[config.mk]
export PLATFORM = sky130hd
export DESIGN_NAME = pipe_stage_reg
export DESIGN_NICKNAME = d
export VERILOG_FILES = /design/src/rtl/pipe_stage_reg.sv
export SDC_FILE = /design/constraint.sdc
export NUM_CORES = 1
export LEC_CHECK = 0
export BUFFER_PORTS_ARGS = -buffer_cell sky130_fd_sc_hd__buf_4
export CAP_MARGIN = 20
export CORE_AREA = 2 2 149 151
export CTS_CLUSTER_SIZE = 20
export DETAILED_ROUTE_END_ITERATION = 8
export DIE_AREA = 0 0 151 153
export PLACE_DENSITY = 0.49
export SYNTH_ARGS = -nofsm -noshare
export SYNTH_HDL_FRONTEND = slang
export SYNTH_SLANG_ARGS = --single-unit
[constraint.sdc]
create_clock -name clock -period 3 [get_ports clock]
set_input_delay 0.6 -clock clock [delete_from_list [all_inputs] [get_ports clock]]
set_output_delay 0.6 -clock clock [all_outputs]
set_load 0.02 [all_outputs]
[src/rtl/pipe_stage_reg.sv]
// Elastic inter-stage pipeline register with valid/ready handshake, flush-to-bubble and stall counter.
// Define PIPE_STAGE_SKID_EN to build the skid register and make in_ready flop-driven.
module pipe_stage_reg #(
   parameter int WIDTH  = 32,
   parameter int FIELDS = 4,
   parameter int CNT_W  = 16
) (
   input  logic                    clock,
   input  logic                    reset,
   input  logic                    flush,
   input  logic                    in_valid,
   output logic                    in_ready,
   input  logic [FIELDS*WIDTH-1:0] in_data,
   output logic                    out_valid,
   input  logic                    out_ready,
   output logic [FIELDS*WIDTH-1:0] out_data,
   output logic [CNT_W-1:0]        stall_cnt
);

   typedef enum logic [1:0] {EMPTY = 2'd0, ONE = 2'd1, TWO = 2'd2} state_t;

   state_t                        state_q, state_d;
   logic                          accept, pop;
   logic                          ld_main_in;
   logic [FIELDS-1:0][WIDTH-1:0]  main_q;
   logic                          out_valid_q;

   assign accept    = in_valid && in_ready;
   assign pop       = out_valid && out_ready;
   assign out_valid = out_valid_q;
   assign out_data  = main_q;

`ifdef PIPE_STAGE_SKID_EN
   logic                          ld_skid, ld_main_skid;
   logic                          in_ready_q;
   logic [FIELDS-1:0][WIDTH-1:0]  skid_q;

   assign in_ready = in_ready_q;

   always_comb begin
      state_d      = state_q;
      ld_main_in   = 1'b0;
      ld_skid      = 1'b0;
      ld_main_skid = 1'b0;
      case (state_q)
         EMPTY: if (accept) begin
            ld_main_in = 1'b1;
            state_d    = ONE;
         end
         ONE: begin
            if (accept && pop) begin
               ld_main_in = 1'b1;
            end else if (accept) begin
               ld_skid = 1'b1;
               state_d = TWO;
            end else if (pop) begin
               state_d = EMPTY;
            end
         end
         TWO: if (pop) begin
            ld_main_skid = 1'b1;
            state_d      = ONE;
         end
         default: state_d = EMPTY;
      endcase
   end

   // in_ready is registered from the next state so upstream never sees a comb path from out_ready.
   always_ff @(posedge clock) begin
      if (reset || flush) in_ready_q <= 1'b1;
      else                in_ready_q <= (state_d != TWO);
   end

   for (genvar k = 0; k < FIELDS; k++) begin : g_fld
      always_ff @(posedge clock) begin
         if (reset || flush)    skid_q[k] <= '0;
         else if (ld_skid)      skid_q[k] <= in_data[k*WIDTH +: WIDTH];
      end

      always_ff @(posedge clock) begin
         if (reset || flush)    main_q[k] <= '0;
         else if (ld_main_in)   main_q[k] <= in_data[k*WIDTH +: WIDTH];
         else if (ld_main_skid) main_q[k] <= skid_q[k];
      end
   end
`else
   assign in_ready = !out_valid || out_ready;

   always_comb begin
      state_d    = state_q;
      ld_main_in = 1'b0;
      case (state_q)
         EMPTY: if (accept) begin
            ld_main_in = 1'b1;
            state_d    = ONE;
         end
         ONE: begin
            if (accept)   ld_main_in = 1'b1;
            else if (pop) state_d    = EMPTY;
         end
         default: state_d = EMPTY;
      endcase
   end

   for (genvar k = 0; k < FIELDS; k++) begin : g_fld
      always_ff @(posedge clock) begin
         if (reset || flush)  main_q[k] <= '0;
         else if (ld_main_in) main_q[k] <= in_data[k*WIDTH +: WIDTH];
      end
   end
`endif

   always_ff @(posedge clock) begin
      if (reset || flush) begin
         state_q     <= EMPTY;
         out_valid_q <= 1'b0;
      end else begin
         state_q     <= state_d;
         out_valid_q <= (state_d != EMPTY);
      end
   end

   // Flush deliberately leaves the counter alone; only reset clears it.
   always_ff @(posedge clock) begin
      if (reset)
         stall_cnt <= '0;
      else if (out_valid && !out_ready && (stall_cnt != {CNT_W{1'b1}}))
         stall_cnt <= stall_cnt + CNT_W'(1);
   end

endmodule

==> impl_metrics.csv, run 1 <==
group,metric,value,unit
clocking,clock_sink_count,147,
drt,number_of_search_and_repair_iterations_in_the_first_detailed_routing_pass,4,
sta,max_freq,0.4839,GHz
sta,max_slew.worst_pin.slew,0.8002,ns
layout,regArea,2943,um2
drt,drcViolationCount,0,
clocking,htree_levels,4,
logic_synthesis,post_synth.cell_area_avg,7.969,um2
sta,fin_crit_sh,68.89,%
pwr,leakage,3.451,nW
floorplanning,coreArea,21490,um2
setup_path,worstPathArrival,2.37,ns
grt,gr-total-overflow,0,
floorplanning,rows,54,
floorplanning,die_h,153,um
grt,grt_pass1_wl,25950,um
clocking,clock_latency,0.42,ns
logic_synthesis,synthesis.yosys.warnings,0,
pwr,powerDensity,581.6,nW/um2
sta,fin_hold_ws,0.4221,ns
clocking,cts_hold_buffers,0,
clocking,clkTransAtPathRegs,0.07,ns
grt,grt_max_degree,131,
sta,setup_repair_after_global_routing_missed_its_margin,"no",
clocking,cts_tree,"done",
layout,final_non_filler_cell_area,8342,um2
layout,mostFrequentLayoutCell,"sky130_fd_sc_hd__buf_4",
setup_path,setup_crit_end_kind,"flop",
logic_synthesis,syn-instance-count,666,
layout,relative_area_change_from_synthesis_to_final_layout,57.17,%
placed_design,place_area,7675,um2
min_path,min-delay-start,"in_data[74]",
layout,fill_cells,2268,
clocking,max-clock-path-buffers,2,
pwr,clkPwrFrac,49.9,%
min_path,worst_hold_path_type,"input port to flop",
sta,clock_skew,0.01536,ns
floorplanning,chipWidth,151,um
pwr,seqPwrFrac,41.5,%
pwr,net_switching,1.111,mW
logic_synthesis,ys_types,35,
placed_design,place_congestion,0.7224,
sta,fin_setup_tns,0,ns
logic_synthesis,synthesis.nets,800,
setup_path,critical_path.startpoint,"stall_cnt[4]",
setup_path,crit_required,3.30,ns
drt,routed_wirelength,17110,um
drt,dr_total_vias,5262,
layout,final_net_count,1056,
outcome,outcome,"complete, no violations",
sta,finalHoldViolations,0,
placed_design,detailedPlacementHpwl,11290,um
layout,layout-drive-gt1-share,34.76,%
sta,layout_min_cycle_time,2.067,ns
drt,antenna_left,0,
placed_design,io_buffers,278,
floorplanning,design.portCount,279,
clocking,cts_post_setup_buffers_inserted,0,
layout,most-common-layout-cells,"sky130_fd_sc_hd__buf_4, sky130_fd_sc_hd__nand2_1, sky130_fd_sc_hd__dfxtp_1",
setup_path,critical_path.startpoint_type,"flop",
sta,slew_headroom,46.16,%
drt,drt-initial-drc-count,167,
setup_path,regToRegStartpoint,"stall_cnt[4]",
run,drv_cap,0,
drt,routedWlPerCell,14.08,um
logic_synthesis,ys_ff_latch,147,
pwr,p_sw_share,22.90,%
clocking,cts_inserted_buffers,17,
drt,route.detailed.vias_per_inst,4.331,
layout,finalNonFillerCells,1215,
setup_path,critical_path_class,"flop to flop",
grt,antenna_found_initial,0,
grt,track_usage,14.25,%
floorplanning,fp.dieArea,23100,um2
floorplanning,initial_core_util,24.70,%
clocking,cts_root_buffer,"sky130_fd_sc_hd__clkbuf_16",
layout,num_antenna_cells,0,
grt,grt_pass1_vias,4775,
sta,final_setup_fails,0,
logic_synthesis,netlist_area,5308,um2
setup_path,path_max_fanout,10,
pwr,power.internal,3.741,mW
layout,multiInputGateArea,2176,um2
logic_synthesis,ys_seq_area_share,55.45,%
placed_design,place.detailed.instances,1183,
sta,slew_viol_final,0,
clocking,post_cts_resize_count,0,
pwr,worst_ir_drop_vdd,0.0003508,V
pwr,combPwrFrac,8.7,%
worst max-delay path, stage by stage, from the launching register on:
cell and delay, ns:
sky130_fd_sc_hd__dfxtp_1 0.44, sky130_fd_sc_hd__nand4_2 0.27, sky130_fd_sc_hd__or3_1 0.51, sky130_fd_sc_hd__nor4b_1 0.37, sky130_fd_sc_hd__mux2_2 0.37
Yosys cell counts (all sizes together):
| library cell | n | area, um2 |
|---|---|---|
| ha | 1 | 12.51 |
| or3 | 5 | 36.28 |
| buf | 3 | 20.01 |
| mux2 | 3 | 33.78 |
| a21oi | 138 | 690.7 |
| nor2 | 8 | 30.03 |
| o41ai | 2 | 17.52 |
| inv | 3 | 11.26 |
| nand2b | 2 | 12.51 |
| nor3b | 1 | 7.510 |
| mux2i | 3 | 30.03 |
| nand3 | 3 | 15.01 |
| conb | 1 | 3.750 |
| a211oi | 1 | 7.510 |
| nor4b | 3 | 26.28 |
| clkbuf | 44 | 165.2 |
| dfxtp | 147 | 2943 |
| nand3b | 2 | 15.01 |
| or4b | 1 | 10.01 |
| or4 | 6 | 45.04 |
| nand2 | 263 | 987.2 |
| nor2b | 4 | 32.53 |
| o31ai | 5 | 37.54 |
| o21ai | 4 | 20.02 |
| o31a | 1 | 8.760 |
| nand4 | 4 | 31.28 |
| a2111oi | 3 | 26.28 |
| or2 | 2 | 12.51 |
| nor4 | 3 | 18.77 |
flip-flops by register name, summed over array words and instances, names as in the netlist:
signal and count:
state_q 2, out_valid 1, stall_cnt 16, out_data 128
power by group through the flow:
stage | Sequential [mW] | Combinational [mW] | Clock [mW]
floorplan | 2.10 | 0.134 | 0
global placement | 2.05 | 0.429 | 0
detailed placement | 2.06 | 0.429 | 0
CTS | 2.01 | 0.429 | 2.50
global route | 2.01 | 0.462 | 2.58
finish | 2.01 | 0.422 | 2.42
final timing paths:
| check | to | slack (ns) | cells after the start |
|---|---|---|---|
| setup / recovery | stall_cnt[14] | 0.93 | 4 |
| hold / removal | out_data[74] | 0.42 | 3 |
| setup reg to reg | stall_cnt[14] | 0.93 | 4 |
| hold reg to reg | out_data[27] | 0.45 | 2 |
logic make-up after synthesis:
logic type                 synth area share [%]
AOI/OAI and AO/OA                         15.23
adders and majority gates                0.2357
buffers and inverters                     3.701
DFF                                       55.45
muxes                                     1.202
other                                   0.07065
and+or+nand+nor                           24.12
final cells by class:
cell class	instances	share of cell area, %
Sequential cell	147	35.28
Multi-Input combinational cell	469	26.08
Timing Repair Buffer	284	26.31
Clock buffer	20	5.595
Tap cell	280	4.200
Clock inverter	12	2.400
Inverter	3	0.1350
through the flow:
| stage | power [mW] | setup WS (ns) | util [%] |
|---|---|---|---|
| finish | 4.852 | 0.9333 | 38.82 |
| global route | 5.059 | 0.7689 | 38.82 |
| CTS | 4.936 | 0.9219 | 38.82 |
| detailed placement | 2.484 | 0.7773 | 35.72 |
| global placement | 2.483 | 0.8368 | 35.72 |
| floorplan | 2.234 | 0.9403 | - |
per-layer routing:
metal | track usage (%) | part of all wire (%)
met4 | 4.940 | 1.4
met3 | 6.806 | 10
met2 | 21.75 | 45
met1 | 17.51 | 44
met5 | 0 | 0
No activity file was read; power rests on OpenSTA's default activity.
==> inputs of run 2 (changes only) <==
Settings changed: PLACE_DENSITY 0.49 to 0.51.
Clock period 3 ns to 1.7 ns, I/O delays scaled along.
==> impl_metrics.csv, run 2 (synthesis gave the netlist of run 1 again) <==
group,metric,value,unit
drt,routedWlPerCell,13.75,um
layout,largest_reg_flops,128,
min_path,cell_depth_of_the_worst_hold_path,3,
floorplanning,coreArea,21490,um2
pwr,powerDensity,924.1,nW/um2
floorplanning,rows,54,
placed_design,place_congestion,0.7318,
floorplanning,design.portCount,279,
outcome,outcome,"finished, violations left",
sta,layout_min_cycle_time,1.705,ns
clocking,cts_root_buffer,"sky130_fd_sc_hd__clkbuf_16",
grt,grt_pass1_wl,26140,um
setup_path,cp_num_cells,7,
grt,grt_max_degree,69,
pwr,power.total,8.039,mW
pwr,leakage,3.614,nW
drt,drcViolationCount,0,
grt,track_usage,14.30,%
sta,setup_repair_after_global_routing_missed_its_margin,"yes",
layout,fill_cells,2290,
sta,fin_crit_sh,100.3,%
clocking,clock_latency,0.41,ns
setup_path,crit_required,2.00,ns
drt,drt-initial-drc-count,182,
clocking,clock_sink_count,147,
setup_path,critical_path_class,"flop to flop",
clocking,cts_inserted_buffers,17,
run,drv_cap,0,
setup_path,ff2ff_path_depth,7,
setup_path,critical-path-max-stage-delay,0.36,ns
grt,globalRouteMet1Util,17.06,%
sta,max_freq,0.5867,GHz
outcome,violations,"setup timing",
drt,route.detailed.vias_per_inst,4.344,
setup_path,cpLargestDelayFamily,"simple AND/OR/NAND/NOR gates",
layout,mostFrequentLayoutCell,"sky130_fd_sc_hd__buf_4",
layout,relative_area_change_from_synthesis_to_final_layout,63.91,%
floorplanning,chipWidth,151,um
placed_design,place_area,8044,um2
setup_path,critPathBufInv,2,
grt,grt_use_met2,23.01,%
placed_design,detailedPlacementHpwl,12070,um
min_path,worst_hold_path_type,"input port to flop",
drt,number_of_search_and_repair_iterations_in_the_first_detailed_routing_pass,4,
placed_design,place_worst_setup_slack,-0.1126,ns
setup_path,path_max_fanout,5,
clocking,clkTransAtPathRegs,0.07,ns
sta,final_setup_fails,1,
layout,layout-drive-gt1-share,39.23,%
setup_path,worstPathArrival,2.01,ns
floorplanning,fp.dieArea,23100,um2
drt,dr_total_vias,5413,
setup_path,setup_crit_end_kind,"flop",
sta,slew_viol_final,0,
grt,antenna_found_initial,0,
setup_path,critical_path.cell_chain,"ha_4 -> buf_4 -> nand4_1 -> nor4_2 -> buf_4 -> nor4b_4 -> mux2_4",
grt,grt_pass1_vias,4955,
sta,clock_skew,0.01104,ns
setup_path,cpMaxStageDelayCell,"sky130_fd_sc_hd__dfxtp_4",
grt,global_route.peak_usage_layer,"met2",
sta,finalHoldViolations,0,
layout,most-common-layout-cells,"sky130_fd_sc_hd__buf_4, sky130_fd_sc_hd__nand2_1, sky130_fd_sc_hd__a21oi_1, sky130_fd_sc_hd__dfxtp_1, sky130_fd_sc_hd__clkbuf_16",
pwr,worst_ir_drop_vdd,0.0006050,V
clocking,htree_levels,4,
drt,antenna_left,0,
layout,num_antenna_cells,0,
sta,postLayoutSetupSlackWorst,-0.004566,ns
layout,final_net_count,1088,
floorplanning,die_h,153,um
grt,gr-total-overflow,0,
floorplanning,initial_core_util,24.70,%
clocking,cts_hold_buffers,0,
drt,routed_wirelength,17140,um
clocking,cts_tree,"done",
placed_design,io_buffers,278,
clocking,max-clock-path-buffers,2,
setup_path,critical_path.startpoint_type,"flop",
layout,final_non_filler_cell_area,8700,um2
setup_path,critical-path-top-cell-by-count,"sky130_fd_sc_hd__buf_4",
grt,grtUsageMet3,7.164,%
[run 2: cell types whose count changed in the layout (fill, tap and decap cells not counted), sizes merged]
cell / before / now
clkbuf: 20 / 19
clkinvlp: 0 / 3
bufinv: 5 / 1
clkinv: 6 / 4
buf: 284 / 316
inv: 4 / 7
[run 2: area by class of cell]
cell class	instances	area [um2]	area share, %
repair buffers	316	2526	29.04
clock inverters	12	120.1	1.381
clock buffers	19	464.2	5.336
well taps	280	350.3	4.027
multi-input cells	469	2257	25.95
flip-flops and latches	147	2968	34.11
inverters	3	13.76	0.1582
[run 2: stage by stage]
stage	cells	hold WS (ns)	TNS (ns)	util [%]
final	1246	0.1679	-0.004566	40.49
after global routing	1246	0.1391	-0.2004	40.49
after global placement	1214	0.4426	-0.4867	37.44
after detailed placement	1214	0.4466	-0.6323	37.44
after floorplan	666	0.4219	-0.3172	-
after CTS	1245	0.1497	0	40.23
[run 2: repair_timing]
action	in CTS	in global routing
pin swaps	0	3
setup buffers	0	1
resized for setup	4	10
endpoints found under the setup margin	6	12
endpoints found under the hold margin	0	0
[run 2: worst reg2reg max path, stage by stage, from the launching register on]
cell and delay [ns]:
sky130_fd_sc_hd__dfxtp_4 0.36, sky130_fd_sc_hd__ha_4 0.16, sky130_fd_sc_hd__buf_4 0.13, sky130_fd_sc_hd__nand4_1 0.13, sky130_fd_sc_hd__nor4_2 0.07, sky130_fd_sc_hd__buf_4 0.15
sky130_fd_sc_hd__nor4b_4 0.28, sky130_fd_sc_hd__mux2_4 0.32
[run 2: layer usage]
layer	wire (um)	share of wire, %
met1	7153	42
met2	8042	47
met3	1806	11
met4	133	0.78
met5	0	0
[run 2: final timing paths]
| check | startpoint | endpoint | slack, ns |
|---|---|---|---|
| setup / recovery | stall_cnt[0] | stall_cnt[9] | -0.005 |
| hold / removal | in_data[51] | out_data[51] | 0.17 |
| setup reg to reg | stall_cnt[0] | stall_cnt[9] | -0.005 |
| hold reg to reg | out_data[35] | out_data[35] | 0.45 |
[run 2: report_power, final]
group	internal (mW)	total (mW)	switching [mW]
sequential	3.51	3.54	0.0351
combinational	0.397	0.792	0.395
clock	2.16	3.70	1.55
